File: src/rtl/ps2_key_tracker.sv
// PS/2 key tracker: pops scan-code bytes from the ps2_keyboard FIFO, decodes
// make / break / extended sequences, tracks the held key, counts distinct
// presses and keeps a short history of pressed codes.
module ps2_key_tracker #(
  parameter int COUNT_W    = 8,
  parameter int HIST_DEPTH = 4,
  parameter bit COUNT_SAT  = 1'b0
) (
  input  logic                    clk,
  input  logic                    clrn,
  input  logic [7:0]              ps2_byte,
  input  logic                    ps2_ready,
  output logic                    ps2_nextdata_n,
  output logic [7:0]              key_code,
  output logic                    key_ext,
  output logic                    key_valid,
  output logic                    press_pulse,
  output logic                    repeat_pulse,
  output logic                    release_pulse,
  output logic [COUNT_W-1:0]      key_count,
  output logic [8*HIST_DEPTH-1:0] hist
);

  localparam logic [7:0] BYTE_EXT = 8'hE0;
  localparam logic [7:0] BYTE_BRK = 8'hF0;
  localparam logic [7:0] BYTE_BAT = 8'hAA;
  localparam logic [7:0] BYTE_ACK = 8'hFA;

  typedef enum logic [1:0] {
    H_IDLE,
    H_ACK,
    H_GAP
  } hState_e;

  typedef enum logic [1:0] {
    P_NORM,
    P_EXT,
    P_BRK,
    P_EXTBRK
  } pState_e;

  hState_e hState_q, hState_d;
  pState_e pState_q, pState_d;

  logic [7:0]              byte_q, byte_d;
  logic [7:0]              keyCode_q, keyCode_d;
  logic                    keyExt_q, keyExt_d;
  logic                    keyValid_q, keyValid_d;
  logic                    pressPulse_q, pressPulse_d;
  logic                    repeatPulse_q, repeatPulse_d;
  logic                    releasePulse_q, releasePulse_d;
  logic [COUNT_W-1:0]      keyCount_q, keyCount_d;
  logic [8*HIST_DEPTH-1:0] hist_q, hist_d;

  logic               byteExt;
  logic               isBreak;
  logic               heldMatch;
  logic [COUNT_W-1:0] countNext;

  // The prefix state tells whether the current code is extended and/or a break.
  assign byteExt   = (pState_q == P_EXT) || (pState_q == P_EXTBRK);
  assign isBreak   = (pState_q == P_BRK) || (pState_q == P_EXTBRK);
  assign heldMatch = keyValid_q && (keyCode_q == byte_q) && (keyExt_q == byteExt);
  assign countNext = (COUNT_SAT && (&keyCount_q)) ? keyCount_q : keyCount_q + COUNT_W'(1);

  // The read strobe is low only during the acknowledge cycle.
  assign ps2_nextdata_n = (hState_q != H_ACK);

  assign key_code      = keyCode_q;
  assign key_ext       = keyExt_q;
  assign key_valid     = keyValid_q;
  assign press_pulse   = pressPulse_q;
  assign repeat_pulse  = repeatPulse_q;
  assign release_pulse = releasePulse_q;
  assign key_count     = keyCount_q;
  assign hist          = hist_q;

  // Handshake: latch the FIFO head, strobe it out, then wait a cycle for the FIFO to settle.
  always_comb begin
    hState_d = hState_q;
    byte_d   = byte_q;
    case (hState_q)
      H_IDLE: begin
        if (ps2_ready) begin
          byte_d   = ps2_byte;
          hState_d = H_ACK;
        end
      end
      H_ACK:   hState_d = H_GAP;
      H_GAP:   hState_d = H_IDLE;
      default: hState_d = H_IDLE;
    endcase
  end

  // Parser: consumes the latched byte during the acknowledge cycle and updates the key state.
  always_comb begin
    pState_d       = pState_q;
    keyCode_d      = keyCode_q;
    keyExt_d       = keyExt_q;
    keyValid_d     = keyValid_q;
    keyCount_d     = keyCount_q;
    hist_d         = hist_q;
    pressPulse_d   = 1'b0;
    repeatPulse_d  = 1'b0;
    releasePulse_d = 1'b0;
    if (hState_q == H_ACK) begin
      if ((byte_q == BYTE_BAT) || (byte_q == BYTE_ACK)) begin
        pState_d = P_NORM;
      end else if (byte_q == BYTE_EXT) begin
        pState_d = P_EXT;
      end else if (byte_q == BYTE_BRK) begin
        if (pState_q == P_NORM) begin
          pState_d = P_BRK;
        end else if (pState_q == P_EXT) begin
          pState_d = P_EXTBRK;
        end
      end else begin
        pState_d = P_NORM;
        if (isBreak) begin
          if (heldMatch) begin
            keyValid_d     = 1'b0;
            releasePulse_d = 1'b1;
          end
        end else if (heldMatch) begin
          repeatPulse_d = 1'b1;
        end else begin
          keyCode_d    = byte_q;
          keyExt_d     = byteExt;
          keyValid_d   = 1'b1;
          pressPulse_d = 1'b1;
          keyCount_d   = countNext;
          hist_d       = hist_q << 8;
          hist_d[7:0]  = byte_q;
        end
      end
    end
  end

  // State and output registers, cleared asynchronously by clrn.
  always_ff @(posedge clk or negedge clrn) begin
    if (!clrn) begin
      hState_q       <= H_IDLE;
      pState_q       <= P_NORM;
      byte_q         <= '0;
      keyCode_q      <= '0;
      keyExt_q       <= 1'b0;
      keyValid_q     <= 1'b0;
      pressPulse_q   <= 1'b0;
      repeatPulse_q  <= 1'b0;
      releasePulse_q <= 1'b0;
      keyCount_q     <= '0;
      hist_q         <= '0;
    end else begin
      hState_q       <= hState_d;
      pState_q       <= pState_d;
      byte_q         <= byte_d;
      keyCode_q      <= keyCode_d;
      keyExt_q       <= keyExt_d;
      keyValid_q     <= keyValid_d;
      pressPulse_q   <= pressPulse_d;
      repeatPulse_q  <= repeatPulse_d;
      releasePulse_q <= releasePulse_d;
      keyCount_q     <= keyCount_d;
      hist_q         <= hist_d;
    end
  end

endmodule
File: config.mk
export PLATFORM = sky130hd
export DESIGN_NAME = ps2_key_tracker
export DESIGN_NICKNAME = d
export VERILOG_FILES = /design/src/rtl/ps2_key_tracker.sv
export SDC_FILE = /design/constraint.sdc
export NUM_CORES = 1
export LEC_CHECK = 0
export BUFFER_PORTS_ARGS = -buffer_cell sky130_fd_sc_hd__buf_2
export CAP_MARGIN = 10
export CORE_MARGIN = 8
export CORE_UTILIZATION = 45
export DETAILED_ROUTE_END_ITERATION = 6
export GPL_ROUTABILITY_DRIVEN = 1
export PLACE_DENSITY = 0.66
export SKIP_CTS_REPAIR_TIMING = 1
export SKIP_LAST_GASP = 1
export SLEW_MARGIN = 20
export SYNTH_ARGS = -nofsm -noshare
export SYNTH_HDL_FRONTEND = slang
export SYNTH_SLANG_ARGS = --single-unit
File: constraint.sdc
create_clock -name clk -period 3.4 [get_ports clk]
set_input_delay 0.17 -clock clk [delete_from_list [all_inputs] [get_ports clk]]
set_output_delay 0.17 -clock clk [all_outputs]
set_load 0.05 [all_outputs]
==> impl_metrics.yaml <==
status:
  status: "complete, no violations"
routing:
  drcViolationCount: 0
  wirelength_um: 4990
  initialDrtViolationCount: 55
  detail_route.wl_per_cell_um: 15.6
  firstDrtPassIters: 4
  via_per_inst: 4.84
  via_count: 1548
  ant_nets: 0
sta:
  min_period_ps: 2060
  maxSlewViolCount: 0
  fin_skew_ps: 5.90
  slew-limit-headroom: 0.597
  hold_violations: 0
  max_freq_mhz: 485
  setup_viol: 0
  setup_slack_ps: 1340
  worst_slew_pin_slew_ps: 605
  fin_crit_sh: 0.607
  tns_ps: 0
  rsz0062_at_grt: "no"
critical_path:
  required_ps: 3600
  cp_slowest_cell: "o21ai_2"
  worst_setup_path_end_kind: "flip-flop"
  crit_chain: "nor3b_1 > a31oi_1 > o21ai_2 > nor3_4 > buf_4 > mux2_4"
  worstPathArrival_ps: 2270
  worstSetupStartpointType: "flip-flop"
  slowest_delay_ps: 490
  worstSetupPathType: "reg2reg"
  worst-path-max-fanout: 20
yosys:
  synth-seq-cells: 57
  netlist_area_um2: 2580
  netlist_top_cells_area: "dfrtp_1 55%, mux2_4 17%, mux2_2 5.7%"
  synth_top_area_share: 0.553
  yosysMostFrequentCell: "dfrtp_1"
  ys_seq_area_frac: 0.553
  synthFlopType: "dfrtp_1"
  synth_nets: 193
  yosysWarningCount: 0
  synthDistinctLibCells: 29
  synth-edff-count: 0
  syn_inst: 178
  synth_top_area_cell: "dfrtp_1"
  ys_top_cells_by_count: "57 x dfrtp_1, 29 x mux2_4, 13 x mux2_2, 10 x xnor2_1, 8 x buf_4"
  synthArstFlopShare: 1.00
  synth_area_per_cell_um2: 14.5
cells_and_area:
  nNetsFinal: 258
  n_fill_cell: 460
  antenna_cells: 0
  drive_gt1_frac: 0.520
  syn_to_final_growth_pct: 21.8
  register_area_um2: 1430
  multi_input_area_um2: 1010
  layoutNonFillerInstCount: 320
clock_tree:
  cts_made_buffers: 9
  cts-root-buf: "clkbuf_8"
  cts_max_level: 3
  cts.path.max_buffers: 2
  cts_sinks: 57
  insertion_delay_ps: 320
  cts_tree: "built"
  clkTransAtPathRegs_ps: 60
min_path:
  min_path_type: "in2reg"
global_route:
  grt_max_degree: 31
  grt_use_total: 0.121
  antenna_found_initial: 0
  first_global_vias: 1614
  overflow: 0
  grt_pass1_wl_um: 8180
place:
  dp_cells: 303
  place_hpwl_um: 3690
  gp_congestion: 0.757
  portBuffers: 64
  place_ws_ps: 1350
floorplanning:
  dieArea_um2: 8410
  start_util: 0.466
  die_y_um: 91.7
  fp.dieW_um: 91.7
  fp.coreArea_um2: 5540
  rows: 27
  io_pins: 65
job:
  drv_cap: 0
-- cells in the final DEF (no fill, tap or decap), types with 3 or more instances in the layout --
cell type,instances
mux2_2,13
ha_1,4
xor2_1,7
nor2_1,5
nand4_1,4
clkbuf_8,11
dfrtp_1,57
buf_4,4
inv_1,6
xnor2_1,10
buf_2,64
nor3_1,3
nand3_1,5
mux2_4,29
-- cell type report --
cell class / instances / share of cell area
Multi-Input combinational cell: 100 / 0.323
Clock buffer: 11 / 0.0482
Sequential cell: 57 / 0.454
Inverter: 6 / 0.00717
Clock inverter: 5 / 0.0247
Tap cell: 72 / 0.0287
Timing Repair Buffer: 69 / 0.115
-- worst max-delay path: cells and delay by family (launching register included) --
family | cells | cell delay, ps
simple gates | 2 | 310
flops | 1 | 450
buf+inv | 1 | 270
mux | 1 | 330
compound gates | 2 | 570
-- cell families (layout without fill, tap and decap cells) --
group	count (synthesis)	in the layout	share of synthesized area
fa+ha+maj	4	4	0.0194
compound gates	7	7	0.0179
xor+xnor	17	17	0.0577
mux	42	42	0.226
simple gates	30	30	0.0723
flops	57	57	0.553
buf+inv	21	91	0.0543
-- worst paths after layout --
path	start	to	slack, ps	cells after the start
min in group asynchronous	clrn	hist[22]$_DFFE_PN0P_	390	2
worst min-delay path	ps2_byte[0]	byte_q[0]$_DFFE_PN0P_	80	2
worst max-delay path	byte_q[1]$_DFFE_PN0P_	hist[15]$_DFFE_PN0P_	1340	6
max in group asynchronous	clrn	pState_q[1]$_DFFE_PN0P_	2190	3
worst min register to register	key_count[7]$_DFFE_PN0P_	key_count[7]$_DFFE_PN0P_	470	1
worst max register to register	byte_q[1]$_DFFE_PN0P_	hist[15]$_DFFE_PN0P_	1340	6
-- sequential cells by signal, summed over array words and instances (netlist names) --
register	count
repeat_pulse	1
key_ext	1
release_pulse	1
press_pulse	1
key_count	8
key_valid	1
pState_q	2
hState_q	2
hist	25
key_code	7
byte_q	8
-- through the flow --
| step | hold WS, ps | util | cell area, um2 |
|---|---|---|---|
| final | 75.5 | 0.567 | 3140 |
| after global routing | 70.6 | 0.567 | 3140 |
| after CTS | -130 | 0.565 | 3130 |
| after detailed placement | 224 | 0.524 | 2900 |
| after global placement | 215 | 0.524 | 2900 |
| after floorplan | -126 | - | 2580 |
-- per-layer routing --
| metal | global-route usage | share of wire | wire length (um) |
|---|---|---|---|
| met5 | 0 | 0 | 0 |
| met3 | 0.0497 | 0.082 | 407 |
| met4 | 0.0523 | 0.011 | 55 |
| met1 | 0.152 | 0.46 | 2290 |
| met2 | 0.179 | 0.45 | 2240 |
Power is left out: the tool's default activity adds up to more than one toggle a clock period on the data nets, which glitch-free logic cannot reach.
